## src/rtl/alu_issue_seq_if.sv

```systemverilog
// Command and response handshake bundle between a command source and the
// ALU issue sequencer. The master drives commands and consumes responses.
interface alu_issue_seq_if;
    logic       cmd_valid;
    logic       cmd_ready;
    logic       cmd_load;
    logic [2:0] cmd_op;
    logic [3:0] cmd_src;
    logic       res_valid;
    logic       res_ready;
    logic [3:0] res_data;
    logic [2:0] res_flags;

    modport master (
        output cmd_valid,
        output cmd_load,
        output cmd_op,
        output cmd_src,
        output res_ready,
        input  cmd_ready,
        input  res_valid,
        input  res_data,
        input  res_flags
    );

    modport slave (
        input  cmd_valid,
        input  cmd_load,
        input  cmd_op,
        input  cmd_src,
        input  res_ready,
        output cmd_ready,
        output res_valid,
        output res_data,
        output res_flags
    );
endinterface

```

## src/rtl/alu_issue_seq.sv

```systemverilog
// Accumulator-style command sequencer for a 4-bit ALU.
// Commands arrive on the slave side of the bus and are either loaded straight
// into the accumulator or issued to the external ALU with registered operands.
// Results and flags are returned on a valid/ready response channel, and
// non-compare ALU results are written back so ops chain on the accumulator.
module alu_issue_seq #(
    parameter logic [3:0]  ACC_INIT = 4'h0,
    parameter int unsigned CNT_W    = 8
) (
    input  logic             i_clk,
    input  logic             i_rst,
    alu_issue_seq_if.slave   s_bus,
    output logic [3:0]       o_alu_a,
    output logic [3:0]       o_alu_b,
    output logic [2:0]       o_alu_sel,
    input  logic [3:0]       i_alu_result,
    input  logic             i_alu_zero,
    input  logic             i_alu_overflow,
    input  logic             i_alu_carry,
    output logic [3:0]       o_acc,
    output logic [CNT_W-1:0] o_op_count
);

    typedef enum logic [1:0] {
        StIdle  = 2'd0,
        StIssue = 2'd1,
        StResp  = 2'd2
    } state_t;

    state_t           r_state;
    state_t           w_state_d;
    logic [3:0]       r_acc;
    logic [3:0]       w_acc_d;
    logic [3:0]       r_operand;
    logic [3:0]       w_operand_d;
    logic [2:0]       r_op;
    logic [2:0]       w_op_d;
    logic [3:0]       r_res_data;
    logic [3:0]       w_res_data_d;
    logic [2:0]       r_res_flags;
    logic [2:0]       w_res_flags_d;
    logic [CNT_W-1:0] r_op_count;
    logic [CNT_W-1:0] w_op_count_d;

    logic             w_idle;
    logic             w_resp;
    logic             w_accept;
    logic             w_res_fire;
    logic             w_op_arith;
    logic             w_op_cmp;
    logic             w_result_zero;

    assign w_idle     = (r_state == StIdle);
    assign w_resp     = (r_state == StResp);
    assign w_accept   = s_bus.cmd_valid & w_idle;
    assign w_res_fire = w_resp & s_bus.res_ready;

    // add/sub pass the ALU's own flags; compares do too but skip writeback
    assign w_op_arith    = (r_op == 3'b000) | (r_op == 3'b001);
    assign w_op_cmp      = (r_op[2:1] == 2'b11);
    assign w_result_zero = (i_alu_result == 4'h0);

    // State register
    always_ff @(posedge i_clk) begin
        if (i_rst) begin
            r_state <= StIdle;
        end else begin
            r_state <= w_state_d;
        end
    end

    // Next-state and datapath next values
    always_comb begin
        w_state_d     = r_state;
        w_acc_d       = r_acc;
        w_operand_d   = r_operand;
        w_op_d        = r_op;
        w_res_data_d  = r_res_data;
        w_res_flags_d = r_res_flags;
        w_op_count_d  = r_op_count;

        case (r_state)
            StIdle: begin
                if (w_accept) begin
                    w_operand_d = s_bus.cmd_src;
                    w_op_d      = s_bus.cmd_op;
                    if (s_bus.cmd_load) begin
                        w_acc_d       = s_bus.cmd_src;
                        w_res_data_d  = s_bus.cmd_src;
                        w_res_flags_d = {2'b00, (s_bus.cmd_src == 4'h0)};
                        w_state_d     = StResp;
                    end else begin
                        w_state_d = StIssue;
                    end
                end
            end
            StIssue: begin
                w_res_data_d = i_alu_result;
                if (w_op_arith || w_op_cmp) begin
                    w_res_flags_d = {i_alu_carry, i_alu_overflow, i_alu_zero};
                end else begin
                    w_res_flags_d = {2'b00, w_result_zero};
                end
                if (!w_op_cmp) begin
                    w_acc_d = i_alu_result;
                end
                w_state_d = StResp;
            end
            StResp: begin
                if (w_res_fire) begin
                    w_op_count_d = r_op_count + CNT_W'(1);
                    w_state_d    = StIdle;
                end
            end
            default: begin
                w_state_d = StIdle;
            end
        endcase
    end

    // Datapath registers: accumulator, latched command, response, counter
    always_ff @(posedge i_clk) begin
        if (i_rst) begin
            r_acc       <= ACC_INIT;
            r_operand   <= 4'h0;
            r_op        <= 3'b000;
            r_res_data  <= 4'h0;
            r_res_flags <= 3'b000;
            r_op_count  <= '0;
        end else begin
            r_acc       <= w_acc_d;
            r_operand   <= w_operand_d;
            r_op        <= w_op_d;
            r_res_data  <= w_res_data_d;
            r_res_flags <= w_res_flags_d;
            r_op_count  <= w_op_count_d;
        end
    end

    assign s_bus.cmd_ready = w_idle;
    assign s_bus.res_valid = w_resp;
    assign s_bus.res_data  = r_res_data;
    assign s_bus.res_flags = r_res_flags;

    // ALU inputs come only from registers so they are stable through ISSUE
    assign o_alu_a    = r_acc;
    assign o_alu_b    = r_operand;
    assign o_alu_sel  = r_op;
    assign o_acc      = r_acc;
    assign o_op_count = r_op_count;

endmodule

```

## src/flat_wrapper.sv

```systemverilog
// flat-port wrapper written by rule: the top's interface ports become plain ports
module alu_issue_seq_flat 
#(
    parameter logic [3:0]  ACC_INIT = 4'h0,
    parameter int unsigned CNT_W    = 8
)
  (i_clk, i_rst, o_alu_a, o_alu_b, o_alu_sel, i_alu_result, i_alu_zero, i_alu_overflow, i_alu_carry, o_acc, o_op_count, s_bus_cmd_valid, s_bus_cmd_load, s_bus_cmd_op, s_bus_cmd_src, s_bus_res_ready, s_bus_cmd_ready, s_bus_res_valid, s_bus_res_data, s_bus_res_flags);
  alu_issue_seq_if s_bus_i ();
  input  logic i_clk;
  input  logic i_rst;
  output logic [3:0] o_alu_a;
  output logic [3:0] o_alu_b;
  output logic [2:0] o_alu_sel;
  input  logic [3:0] i_alu_result;
  input  logic i_alu_zero;
  input  logic i_alu_overflow;
  input  logic i_alu_carry;
  output logic [3:0] o_acc;
  output logic [CNT_W-1:0] o_op_count;
  input wire logic [$bits(s_bus_i.cmd_valid)-1:0] s_bus_cmd_valid;
  input wire logic [$bits(s_bus_i.cmd_load)-1:0] s_bus_cmd_load;
  input wire logic [$bits(s_bus_i.cmd_op)-1:0] s_bus_cmd_op;
  input wire logic [$bits(s_bus_i.cmd_src)-1:0] s_bus_cmd_src;
  input wire logic [$bits(s_bus_i.res_ready)-1:0] s_bus_res_ready;
  output wire logic [$bits(s_bus_i.cmd_ready)-1:0] s_bus_cmd_ready;
  output wire logic [$bits(s_bus_i.res_valid)-1:0] s_bus_res_valid;
  output wire logic [$bits(s_bus_i.res_data)-1:0] s_bus_res_data;
  output wire logic [$bits(s_bus_i.res_flags)-1:0] s_bus_res_flags;
  assign s_bus_i.cmd_valid = s_bus_cmd_valid;
  assign s_bus_i.cmd_load = s_bus_cmd_load;
  assign s_bus_i.cmd_op = s_bus_cmd_op;
  assign s_bus_i.cmd_src = s_bus_cmd_src;
  assign s_bus_i.res_ready = s_bus_res_ready;
  assign s_bus_cmd_ready = s_bus_i.cmd_ready;
  assign s_bus_res_valid = s_bus_i.res_valid;
  assign s_bus_res_data = s_bus_i.res_data;
  assign s_bus_res_flags = s_bus_i.res_flags;
  alu_issue_seq #(.ACC_INIT(ACC_INIT), .CNT_W(CNT_W)) u_core (.i_clk(i_clk), .i_rst(i_rst), .s_bus(s_bus_i), .o_alu_a(o_alu_a), .o_alu_b(o_alu_b), .o_alu_sel(o_alu_sel), .i_alu_result(i_alu_result), .i_alu_zero(i_alu_zero), .i_alu_overflow(i_alu_overflow), .i_alu_carry(i_alu_carry), .o_acc(o_acc), .o_op_count(o_op_count));
endmodule
```

## config.mk

```make
export PLATFORM = sky130hd
export DESIGN_NAME = alu_issue_seq_flat
export DESIGN_NICKNAME = d
export VERILOG_FILES = /design/src/rtl/alu_issue_seq_if.sv /design/src/rtl/alu_issue_seq.sv /design/src/flat_wrapper.sv
export SDC_FILE = /design/constraint.sdc
export NUM_CORES = 1
export LEC_CHECK = 0
export BUFFER_PORTS_ARGS = -buffer_cell sky130_fd_sc_hd__buf_2
export CORE_MARGIN = 2
export CORE_UTILIZATION = 30
export DETAILED_ROUTE_END_ITERATION = 8
export PLACE_DENSITY = 0.55
export SYNTH_ARGS = -nofsm -noshare
export SYNTH_HDL_FRONTEND = slang
export SYNTH_SLANG_ARGS = --single-unit
export TNS_END_PERCENT = 30
```

## constraint.sdc

```tcl
create_clock -name i_clk -period 1.7 [get_ports i_clk]
set_input_delay 0.17 -clock i_clk [delete_from_list [all_inputs] [get_ports i_clk]]
set_output_delay 0.17 -clock i_clk [all_outputs]
set_load 0.005 [all_outputs]
```

## After elaboration in Yosys (flattened, before gate mapping)

Cells that the tools add are included.

- Flip-flop bits (word level): 28
- Latch bits: 0
- Bits in writable memories: 0
- Memory bits (read-only): 0
- Input bits: 19
- Output and inout port bits: 32
- Word-level logic and storage cells: 43
- Memories kept: 0

- Add/sub/neg operators: 1
- $mul: 0
- Divide/modulo/power cells: 0
- Order comparisons: 0
- Eq/ne operators: 8
- Shift operators: 0
- Mux-type cells: 13
- Bitwise logic cells: 3
- Reductions and logical operators: 11

Operators with widths:

| cell | number |
|---|---|
| $pmux 4 s2 | 2 |
| $mux 4 | 3 |
| $mux 3 | 3 |
| $add 8x1->8 const B | 1 |
| $logic_not 4->1 | 2 |
| $ne 2x2->1 const B | 4 |
| $mux 2 | 3 |
| $pmux 2 s3 | 1 |
| $pmux 3 s2 | 1 |
| $reduce_and 2->1 | 3 |
| $eq 2x2->1 const B | 2 |
| $reduce_and 4->1 | 1 |
| $eq 3x1->1 const B | 1 |
| $logic_not 3->1 | 1 |
| $reduce_and 3->1 | 1 |
| $and 1x1->1 | 2 |
| $eq 2x1->1 const B | 1 |
| $logic_not 2->1 | 1 |
| $reduce_bool 2->1 | 1 |
| $logic_or 1x1->1 | 1 |
| $or 1x1->1 | 1 |

## Longest topological paths before layout

- Depth after elaboration: 5
- Depth in mapped cells: 5

## Least setup slack after synthesis

OpenSTA, ideal clock, no wires.

- Path kind: flip-flop to flip-flop
- Start point: register u_core.r_state[0]
- End point: register u_core.r_op_count[7], in the netlist u_core.o_op_count[7]
- Setup time: 70 ps
- Arrival: 1292 ps
- Data required time: 1630 ps
- Setup slack: 338 ps
- Stages on the path, launching flop included: 5
- Path buffers: 1
- Period minus slack after synthesis: 1362 ps
- Cell sequence: dfxtp_1 > buf_6 > nand4b_2 > or4_1 > a21oi_1

- Cells in the longest elaborated chain, start to end: 3

RTL lines:

| item | RTL line | text |
|---|---|---|
| start: declaration | alu_issue_seq.sv:30 | `state_t r_state;` |
| start signal: assignment | alu_issue_seq.sv:66 | `r_state <= StIdle;` |
| start signal: assignment | alu_issue_seq.sv:68 | `r_state <= w_state_d;` |
| $eq 2x2->1 (*) | alu_issue_seq.sv:54, alu_issue_seq.sv:82 |  |
| $and 1x1->1 | alu_issue_seq.sv:56 | `assign w_res_fire = w_resp & s_bus.res_ready;` |
| $reduce_and 2->1 (no line) (*) | n/a |  |
| end signal: assignment | alu_issue_seq.sv:136 | `r_op_count <= w_op_count_d;` |
| end: declaration | alu_issue_seq.sv:42 | `logic [CNT_W-1:0] r_op_count;` |

Every way passes the cells marked *; elsewhere a longest branch is shown, timed or not.
A chain may end at the register's enable or synchronous reset.

## Worst setup path in the final report

Ends and elaborated chain as after synthesis.

==> key figures <==
CTS
  – CTS Root Buffer Type: clkbuf_8
  – Skew-Pair Late Insertion Delay: 0.27 ns
  – CTS Hold Bufs: 0
  – CTS max path bufs: 2
  – CTS tree: yes
  – CTS Buf Count: 3
  – Htree depth: 1
  – CTS Sinks: 28
  – Clock-pin slew on the worst setup and hold paths: 0.09 ns

Layout
  – Post-Layout Inst Area: 1600 sq um
  – Antenna Cells: 0
  – Commonest cells after routing, fill and taps aside: 50 x buf_2, 26 x dfxtp_1, 13 x nor2_1, 13 x a21oi_1
  – Final nets: 209
  – Area growth syn-to-layout: 24.2%
  – Ratio of cells with drive above 1 in the final layout: 0.321
  – Most common cell after layout, fill and taps aside: buf_2

Yosys
  – Synth area leaders: dfxtp_1 43%, mux2i_1 6.2%, a21oi_1 5.0%
  – Yosys reg bits: 28
  – Netlist Area Pre-Place: 1290 sq um
  – Netlist cell types: 37
  – Mapped Cells: 142
  – Top cell type's share of synthesized area: 0.435
  – Syn nets: 162
  – Seq/Total Area, Yosys: 0.435
  – Synth warnings: 0
  – Avg Synthesized Cell Area: 9.08 sq um
  – Yosys top cell by area: dfxtp_1

Pwr
  – Pleak: 0.000731 uW
  – IR Drop Worst-Case VDD: 0.331 mV
  – PD cells: 809 nW/um^2
  – Power, Total: 1300 uW

Placed design
  – IO Port Bufs: 50
  – Hpwl dp: 2590 um
  – GP Congestion: 0.787
  – Place WS: 0.108 ns
  – Cell Area, Placed: 1560 sq um

Timing
  – Worst-margin pin slew: 0.487 ns
  – Slew HR: 0.676
  – Fin. max-slew vios: 0
  – Final WS setup: 0.196 ns
  – Tcrit/Tclk final: 0.885
  – Fmax achieved: 665 MHz
  – Worst clock skew: 0.00308 ns
  – Setup TNS: 0 ns
  – Final count of negative-setup-slack endpoints: 0
  – Fin. Hold Viols: 0
  – Hold WS: 0.115 ns
  – Crit path time final: 1.50 ns
  – Unrepaired setup endpoints after global routing: no

GRT
  – Grt ovf: 0
  – First-pass GRT wire length: 5680 um
  – Largest net degree at the start of global routing: 29
  – Initial antenna violation count: 0
  – GRT Util Overall: 0.144
  – Vias in the first global route: 1207

Floorplanning
  – Die Ht: 69.6 um
  – Initial Util: 0.318
  – Number of placement rows: 23
  – Die Area: 4840 sq um
  – Ports: 51
  – Total core area: 4060 sq um
  – Die Wd: 69.6 um

Routing
  – Drt pass-1 iters: 4
  – Met1 WL: 1450 um
  – Starting DRT DRC Count: 52
  – WL met3: 198 um
  – Post-route DRC: 0
  – Routed vias: 1224
  – Wire per inst: 13.9 um
  – Max Used Layer: met4
  – Vias/cell: 5.16
  – WL met2: 1600 um
  – Post-route ant nets: 0
  – Final wirelength: 3300 um

Worst setup path
  – Critical Path Source Type: flip-flop
  – Worst EP required: 1.90 ns
  – Worst Setup Path Type: flip-flop to flip-flop
  – Crit-path max FO: 17
  – Element type at the critical path end: flip-flop
  – Flop-to-flop setup slack: 0.20 ns
  – CP Data Arrival Time: 1.70 ns

Worst hold path
  – Hold Crit Class: input port to flip-flop

Job
  – Max-cap check violation count: 0

Outcome
  – Status: complete, no violations
-- sequential cells by signal, summed over array words and instances, names as in the netlist --
name and flops:
u_core.s_bus.res_flags 3, u_core.o_op_count 8, u_core.o_alu_b 4, u_core.r_state 2, u_core.o_alu_sel 3, u_core.o_acc 4, u_core.s_bus.res_data 4
-- power breakdown --
group,switching (uW),leakage [uW],total (uW),internal (uW)
combinational,111,0.000480,216,105
clock,194,0.0000216,353,159
sequential,33.8,0.000230,727,693
-- metal layers --
metal / up-vias / GRT usage
met1: 565 / 0.173
met4: 0 / 0.0545
li1: 607 / -
met5: - / 0
met3: 7 / 0.0276
met2: 45 / 0.251
-- what timing repair did --
action / 4_1_cts / 5_1_grt
hold endpoints to repair: 0 / 0
gates resized for setup: 0 / 2
setup buffers: 0 / 0
setup endpoints to repair: 0 / 2
-- kinds of logic (layout without fill, tap and decap cells) --
| family | count (synthesis) | count (layout) | share of synthesized area |
|---|---|---|---|
| multiplexers | 10 | 10 | 0.0795 |
| buffers and inverters | 16 | 61 | 0.0659 |
| AND/OR/NAND/NOR | 45 | 45 | 0.190 |
| adder cells (fa/ha/maj) | 1 | 1 | 0.00970 |
| XOR/XNOR | 3 | 3 | 0.0204 |
| flip-flops | 28 | 28 | 0.435 |
| AO/OA/AOI/OAI | 39 | 39 | 0.200 |
-- synthesized netlist by cell type (all sizes together) --
cell and instances:
mux2 2, a21bo 1, nand3b 2, nand2 8, o21ai 5, clkbuf 4
xnor2 1, or4 3, nor2 13, a221oi 2, nand2b 3, a31oi 1
dfxtp 28, a21oi 13, nor4 1, nand3 3, and2b 1, mux2i 8
nor3 1, ha 1, a21o 2, xor2 2, o31ai 4, o21ba 1
nor3b 2, a211oi 7, or3 4, nand4b 2, buf 7, inv 5
nand4 2, a311oi 3
-- critical path, stage by stage, from the launching register on --
cell and delay (ns):
dfxtp_2 0.41, nand4b_2 0.29, or4_1 0.55, a21oi_1 0.18
-- final timing paths --
| path | from | endpoint | cells after the start |
|---|---|---|---|
| hold reg to reg | u_core.o_acc[0] | u_core.o_acc[0] | 2 |
| setup / recovery | u_core.r_state[0] | u_core.o_op_count[7] | 3 |
| setup reg to reg | u_core.r_state[0] | u_core.o_op_count[7] | 3 |
| hold / removal | s_bus_cmd_load | u_core.r_state[0] | 2 |
-- through the flow --
stage	std cells	util
floorplan	142	-
global placement	234	0.384
detailed placement	234	0.384
CTS	237	0.394
global route	237	0.395
finish	237	0.395
-- cell type report --
type / instances / area, sq um
clock buffer: 3 / 41.3
fill: 411 / 2450
inverter: 5 / 18.8
multi-input combinational: 98 / 644
sequential: 28 / 563
tap: 50 / 62.6
timing repair buffer: 53 / 273
Note: power is estimated with default switching activity, not from simulation.
